File: src/rtl/fpcvt_seq.sv
// fpcvt_seq: sequential linear-to-floating-point converter.
// Takes a DW-bit two's-complement sample, normalises its magnitude one bit
// per cycle, then rounds (half up) or truncates into sign / EW-bit exponent /
// FW-bit significand, saturating to the largest code on exponent overflow.
//
// Handshake: a transfer happens on a rising edge where valid and ready are
// both high. in_ready is high only in IDLE; out_valid is high only in DONE
// and the result holds there until out_ready is seen.
module fpcvt_seq #(
  parameter int DW = 13,
  parameter int EW = 3,
  parameter int FW = 5
) (
  input  logic          clk,
  input  logic          rst_n,
  input  logic          in_valid,
  output logic          in_ready,
  input  logic [DW-1:0] in_data,
  input  logic          round_en,
  output logic          out_valid,
  input  logic          out_ready,
  output logic          out_s,
  output logic [EW-1:0] out_e,
  output logic [FW-1:0] out_f,
  output logic [1:0]    dbg_state
);

  localparam int M     = DW - 1;          // magnitude bits
  localparam int SHMAX = M - FW;          // starting exponent / max shifts
  localparam int CW    = $clog2(SHMAX + 2); // room for SHMAX+1 after round carry
  localparam int EMAX  = (2 ** EW) - 1;

  typedef enum logic [1:0] {
    IDLE  = 2'd0,
    NORM  = 2'd1,
    ROUND = 2'd2,
    DONE  = 2'd3
  } state_t;

  state_t        state;
  logic [M-1:0]  mag;
  logic [CW-1:0] e_cnt;
  logic          s_q;
  logic          rnd_q;

  logic [DW-1:0] neg_data;
  logic [M-1:0]  in_mag;
  logic [FW-1:0] f_trunc;
  logic          r_bit;
  logic [FW-1:0] f_rnd;
  logic [CW-1:0] e_rnd;
  logic          sat;

  assign dbg_state = state;
  assign neg_data  = ~in_data + {{(DW-1){1'b0}}, 1'b1};

  // Magnitude of the incoming sample; the most-negative code has no
  // positive counterpart in M bits, so it clamps to all ones.
  always_comb begin
    in_mag = in_data[M-1:0];
    if (in_data[DW-1]) begin
      if (in_data[M-1:0] == '0) in_mag = '1;
      else                      in_mag = neg_data[M-1:0];
    end
  end

  assign f_trunc = mag[M-1 -: FW];
  assign r_bit   = mag[M-FW-1] & rnd_q;

  // Round the normalised magnitude; a carry out of an all-ones significand
  // renormalises to 1.000.. and bumps the exponent, which may then saturate.
  always_comb begin
    f_rnd = f_trunc + {{(FW-1){1'b0}}, r_bit};
    e_rnd = e_cnt;
    if (r_bit && (&f_trunc)) begin
      f_rnd = {1'b1, {(FW-1){1'b0}}};
      e_rnd = e_cnt + {{(CW-1){1'b0}}, 1'b1};
    end
    sat = (int'(e_rnd) > EMAX);
  end

  // Control FSM with registered handshake flags and result registers.
  always_ff @(posedge clk or negedge rst_n) begin
    if (!rst_n) begin
      state     <= IDLE;
      in_ready  <= 1'b1;
      out_valid <= 1'b0;
      out_s     <= 1'b0;
      out_e     <= '0;
      out_f     <= '0;
      mag       <= '0;
      e_cnt     <= '0;
      s_q       <= 1'b0;
      rnd_q     <= 1'b0;
    end else begin
      case (state)
        IDLE: begin
          if (in_valid) begin
            s_q      <= in_data[DW-1];
            rnd_q    <= round_en;
            mag      <= in_mag;
            e_cnt    <= CW'(SHMAX);
            in_ready <= 1'b0;
            state    <= NORM;
          end
        end
        NORM: begin
          if (mag[M-1] || (e_cnt == '0)) begin
            state <= ROUND;
          end else begin
            mag   <= {mag[M-2:0], 1'b0};
            e_cnt <= e_cnt - {{(CW-1){1'b0}}, 1'b1};
          end
        end
        ROUND: begin
          out_s     <= s_q;
          out_e     <= sat ? EW'(EMAX) : EW'(e_rnd);
          out_f     <= sat ? {FW{1'b1}} : f_rnd;
          out_valid <= 1'b1;
          state     <= DONE;
        end
        DONE: begin
          if (out_ready) begin
            out_valid <= 1'b0;
            in_ready  <= 1'b1;
            state     <= IDLE;
          end
        end
        default: begin
          out_valid <= 1'b0;
          in_ready  <= 1'b1;
          state     <= IDLE;
        end
      endcase
    end
  end

endmodule

File: config.mk
export PLATFORM = sky130hd
export DESIGN_NAME = fpcvt_seq
export DESIGN_NICKNAME = d
export VERILOG_FILES = /design/src/rtl/fpcvt_seq.sv
export SDC_FILE = /design/constraint.sdc
export NUM_CORES = 1
export LEC_CHECK = 0
export CAP_MARGIN = 20
export CORE_MARGIN = 2
export CORE_UTILIZATION = 45
export DETAILED_ROUTE_END_ITERATION = 6
export GPL_ROUTABILITY_DRIVEN = 0
export PLACE_DENSITY_LB_ADDON = 0.1
export RECOVER_POWER = 100
export SLEW_MARGIN = 25
export SYNTH_ARGS = -nofsm -noshare
export SYNTH_HDL_FRONTEND = slang
export SYNTH_SLANG_ARGS = --single-unit
export TNS_END_PERCENT = 100
File: constraint.sdc
create_clock -name clk -period 2.3 [get_ports clk]
set_input_delay 0.345 -clock clk [delete_from_list [all_inputs] [get_ports clk]]
set_output_delay 0.345 -clock clk [all_outputs]
set_load 0.02 [all_outputs]
==> summary.txt <==
Clocking
  • Num CTS Buffers: 5
  • CTS Sinks: 31
  • Resized cells post-CTS: 0
  • CTS tree: yes
  • Setup repair bufs after CTS: 0
  • Clk buf depth: 2
  • Clock slew at reported path FFs: about 70 ps
  • Clk root buf: clkbuf_8
  • CTS Hold Buffers Added: 0
  • Worst skew pair latency: 290 ps
  • Htree depth: 2

Synth
  • Seq cells post-synth: 31
  • Post-Syn Area: between 2000 and 2500 um^2
  • Synth unique cells: 59
  • YS warnings: 0
  • Post-synth EDFFs: 0
  • Sequential fraction of the synthesis area: 36.3%
  • Syn_area_per_cell: between 8 and 9 um^2
  • Post-synth net total: approximately 270
  • Synth Flop Type: dfrtp_1
  • Post-Syn Instances: about 240
  • Post-synth ARST share: 100%

GRT
  • Initial antenna violation count: 0
  • Number of global-route vias before repair: about 1,900
  • Total Routing Usage GR: between 20% and 30%
  • Pin count of the biggest net entering global routing: 32
  • Global-route wire length before repair: between 9000 and 10,000 um
  • GR Overflow Total: 0

STA
  • Unrepaired setup endpoints after global routing: no
  • Final setup viols: 0
  • Fmax: around 470 MHz
  • Fin. max-slew vios: 0
  • Final Skew: approximately 11 ps
  • Post-route clock period utilization: 92.7%
  • Min Tclk post-route: 2130 ps
  • Final setup margin: 167 ps
  • Worst slew margin: between 40% and 50%
  • Final Hold Viols: 0
  • Worst-Margin Slew: roughly 770 ps

Floorplan
  • Die Ht: approximately 73 um
  • Placeable Area: ~4700 um^2
  • # IOs: 31
  • Std cell rows: 25
  • Die X: 72.9 um
  • Die area: between 5000 and 6000 um^2
  • Starting density of the core: 45.9%

Drt
  • WL final: between 5000 and 6000 um
  • Avg WL per Cell: ~16 um
  • Via count: between 1,500 and 2,000
  • DRT Pass-1 Iters: 4
  • Number of nets still failing antenna checks after routing: 0
  • DRC: 0
  • Detailed Route Iter0 Violations: about 120
  • Via density: 5.90

Power
  • Max IR drop VDD: 0.724 mV
  • Tot Pwr: just over 3 mW
  • Cell Pwr Density: 1130 nW/um^2
  • Pleak: 1.11 nW

Finish
  • Final core utilization: around 57%
  • Most frequent cells in the layout: dfrtp_1, a21oi_1, buf_4
  • # diodes: 0
  • Commonest non-fill, non-tap cell in the layout: dfrtp_1
  • Fill cells: between 400 and 500
  • Share of cells above drive strength 1: between 10% and 20%
  • Area Overhead vs Synth: 24.8%
  • Final instance area: between 2000 and 3000 um^2
  • Register area: roughly 780 um^2
  • Multi-input gate area: roughly 1200 um^2
  • Nets: between 300 and 400

Worst setup path
  • Data required, critical path: approximately 2500 ps
  • CP Class: in2reg
  • WP data arrival: ~2300 ps
  • Critical path cell sequence: clkdlybuf4s50_1 > buf_4 > or4_2 > o31ai_1 > xor2_1 > a221oi_1
  • Critical-path top delay cell: or4_2
  • CP peak stage delay: around 700 ps
  • Worst setup SP type: input pin
  • Setup crit end kind: flip-flop
  • CP Max Fanout: 4

Placement
  • Count of input and output buffers: 30
  • Pre-CTS setup slack: -91.3 ps
  • Post-DP Area: between 2000 and 3000 um^2
  • Dpl hpwl: 3940 um

Hold path
  • Min-Delay Path Class: reg2reg

Status
  • Status: complete, no violations

Job
  • Max Cap Viol: 0
## sequential cells by signal, summed over array words and instances, names as in the netlist
register,flops
dbg_state,2
e_cnt,4
in_ready,1
mag,12
out_e,3
out_f,5
out_s,1
out_valid,1
rnd_q,1
s_q,1
## metal layers
| metal | vias to the layer above | GRT usage, % | wire length, um |
|---|---|---|---|
| li1 | 986 | - | - |
| met5 | - | 0 | 0 |
| met2 | 50 | 33.2 | 2390 |
| met3 | 8 | 4.56 | 304 |
| met1 | 943 | 31.0 | 2480 |
| met4 | 0 | 7.20 | 85 |
## cell usage after synthesis (3+ instances only)
cell type  count  area, um^2
dfrtp_1       30         751
a21oi_1       22         110
nor2_1        16        60.1
o21ai_0       13        65.1
inv_1         12        45.0
nand2_1       12        45.0
clkbuf_1      10        37.5
a31oi_1        9        56.3
ha_1           9         113
nand3_1        9        45.0
nor3_1         9        45.0
and4_1         5        43.8
mux2_2         5        56.3
o311ai_0       5        43.8
nor2b_1        4        25.0
o31ai_1        4        30.0
a311oi_1       3        26.3
mux2i_1        3        30.0
nand2b_1       3        18.8
nand4_1        3        18.8
o211ai_1       3        22.5
xor2_1         3        26.3
## cell families (layout without fill, tap and decap cells)
| kind of cell | Yosys count | after routing | share of synthesized area (%) |
|---|---|---|---|
| multiplexers | 9 | 9 | 4.74 |
| flip-flops | 31 | 31 | 36.3 |
| buffers and inverters | 27 | 71 | 5.56 |
| AO/OA/AOI/OAI | 77 | 77 | 24.5 |
| AND/OR/NAND/NOR | 81 | 81 | 21.6 |
| adder cells (fa/ha/maj) | 9 | 9 | 5.27 |
| XOR/XNOR | 5 | 5 | 2.05 |
## path summary, 6_finish.rpt
kind / slack, ps / depth (start not counted) / to / start
hold reg to reg: 490 / 1 / mag[0]$_DFFE_PN0P_ / mag[0]$_DFFE_PN0P_
min in group asynchronous: 660 / 2 / out_e[2]$_DFFE_PN0P_ / rst_n
setup / recovery: 170 / 6 / mag[7]$_DFFE_PN0P_ / in_data[1]
hold / removal: 490 / 1 / mag[0]$_DFFE_PN0P_ / mag[0]$_DFFE_PN0P_
setup reg to reg: 210 / 6 / mag[8]$_DFFE_PN0P_ / dbg_state[1]$_DFFE_PN0P_
max in group asynchronous: 1140 / 2 / mag[0]$_DFFE_PN0P_ / rst_n
## cell type report
cell class	count	share of cell area, %
Timing Repair Buffer	51	16.9
Multi-Input combinational cell	181	46.3
Tap cell	54	2.53
Sequential cell	31	29.1
Clock inverter	1	0.188
Inverter	12	1.69
Clock buffer	7	3.23
## where the power goes
part	internal [mW]	switching (mW)
combinational	0.704	0.850
clock	0.241	0.206
sequential	0.804	0.224
total	1.75	1.28
## critical path: cells and delay by family
kind                   cells  cell delay (ps)
XOR/XNOR                   1              120
AO/OA/AOI/OAI              2              590
buffers and inverters      2              550
AND/OR/NAND/NOR            1              700
## stage by stage
step | hold slack (ps) | setup TNS (ps) | std cells
6_report | 492 | 0 | 337
5_1_grt | 516 | 0 | 337
4_1_cts | 479 | 0 | 337
3_5_place_dp | 474 | -420 | 329
3_3_place_gp | 471 | -99.8 | 329
2_1_floorplan | 49.4 | 0 | 239
No activity file was read; power rests on OpenSTA's default activity.
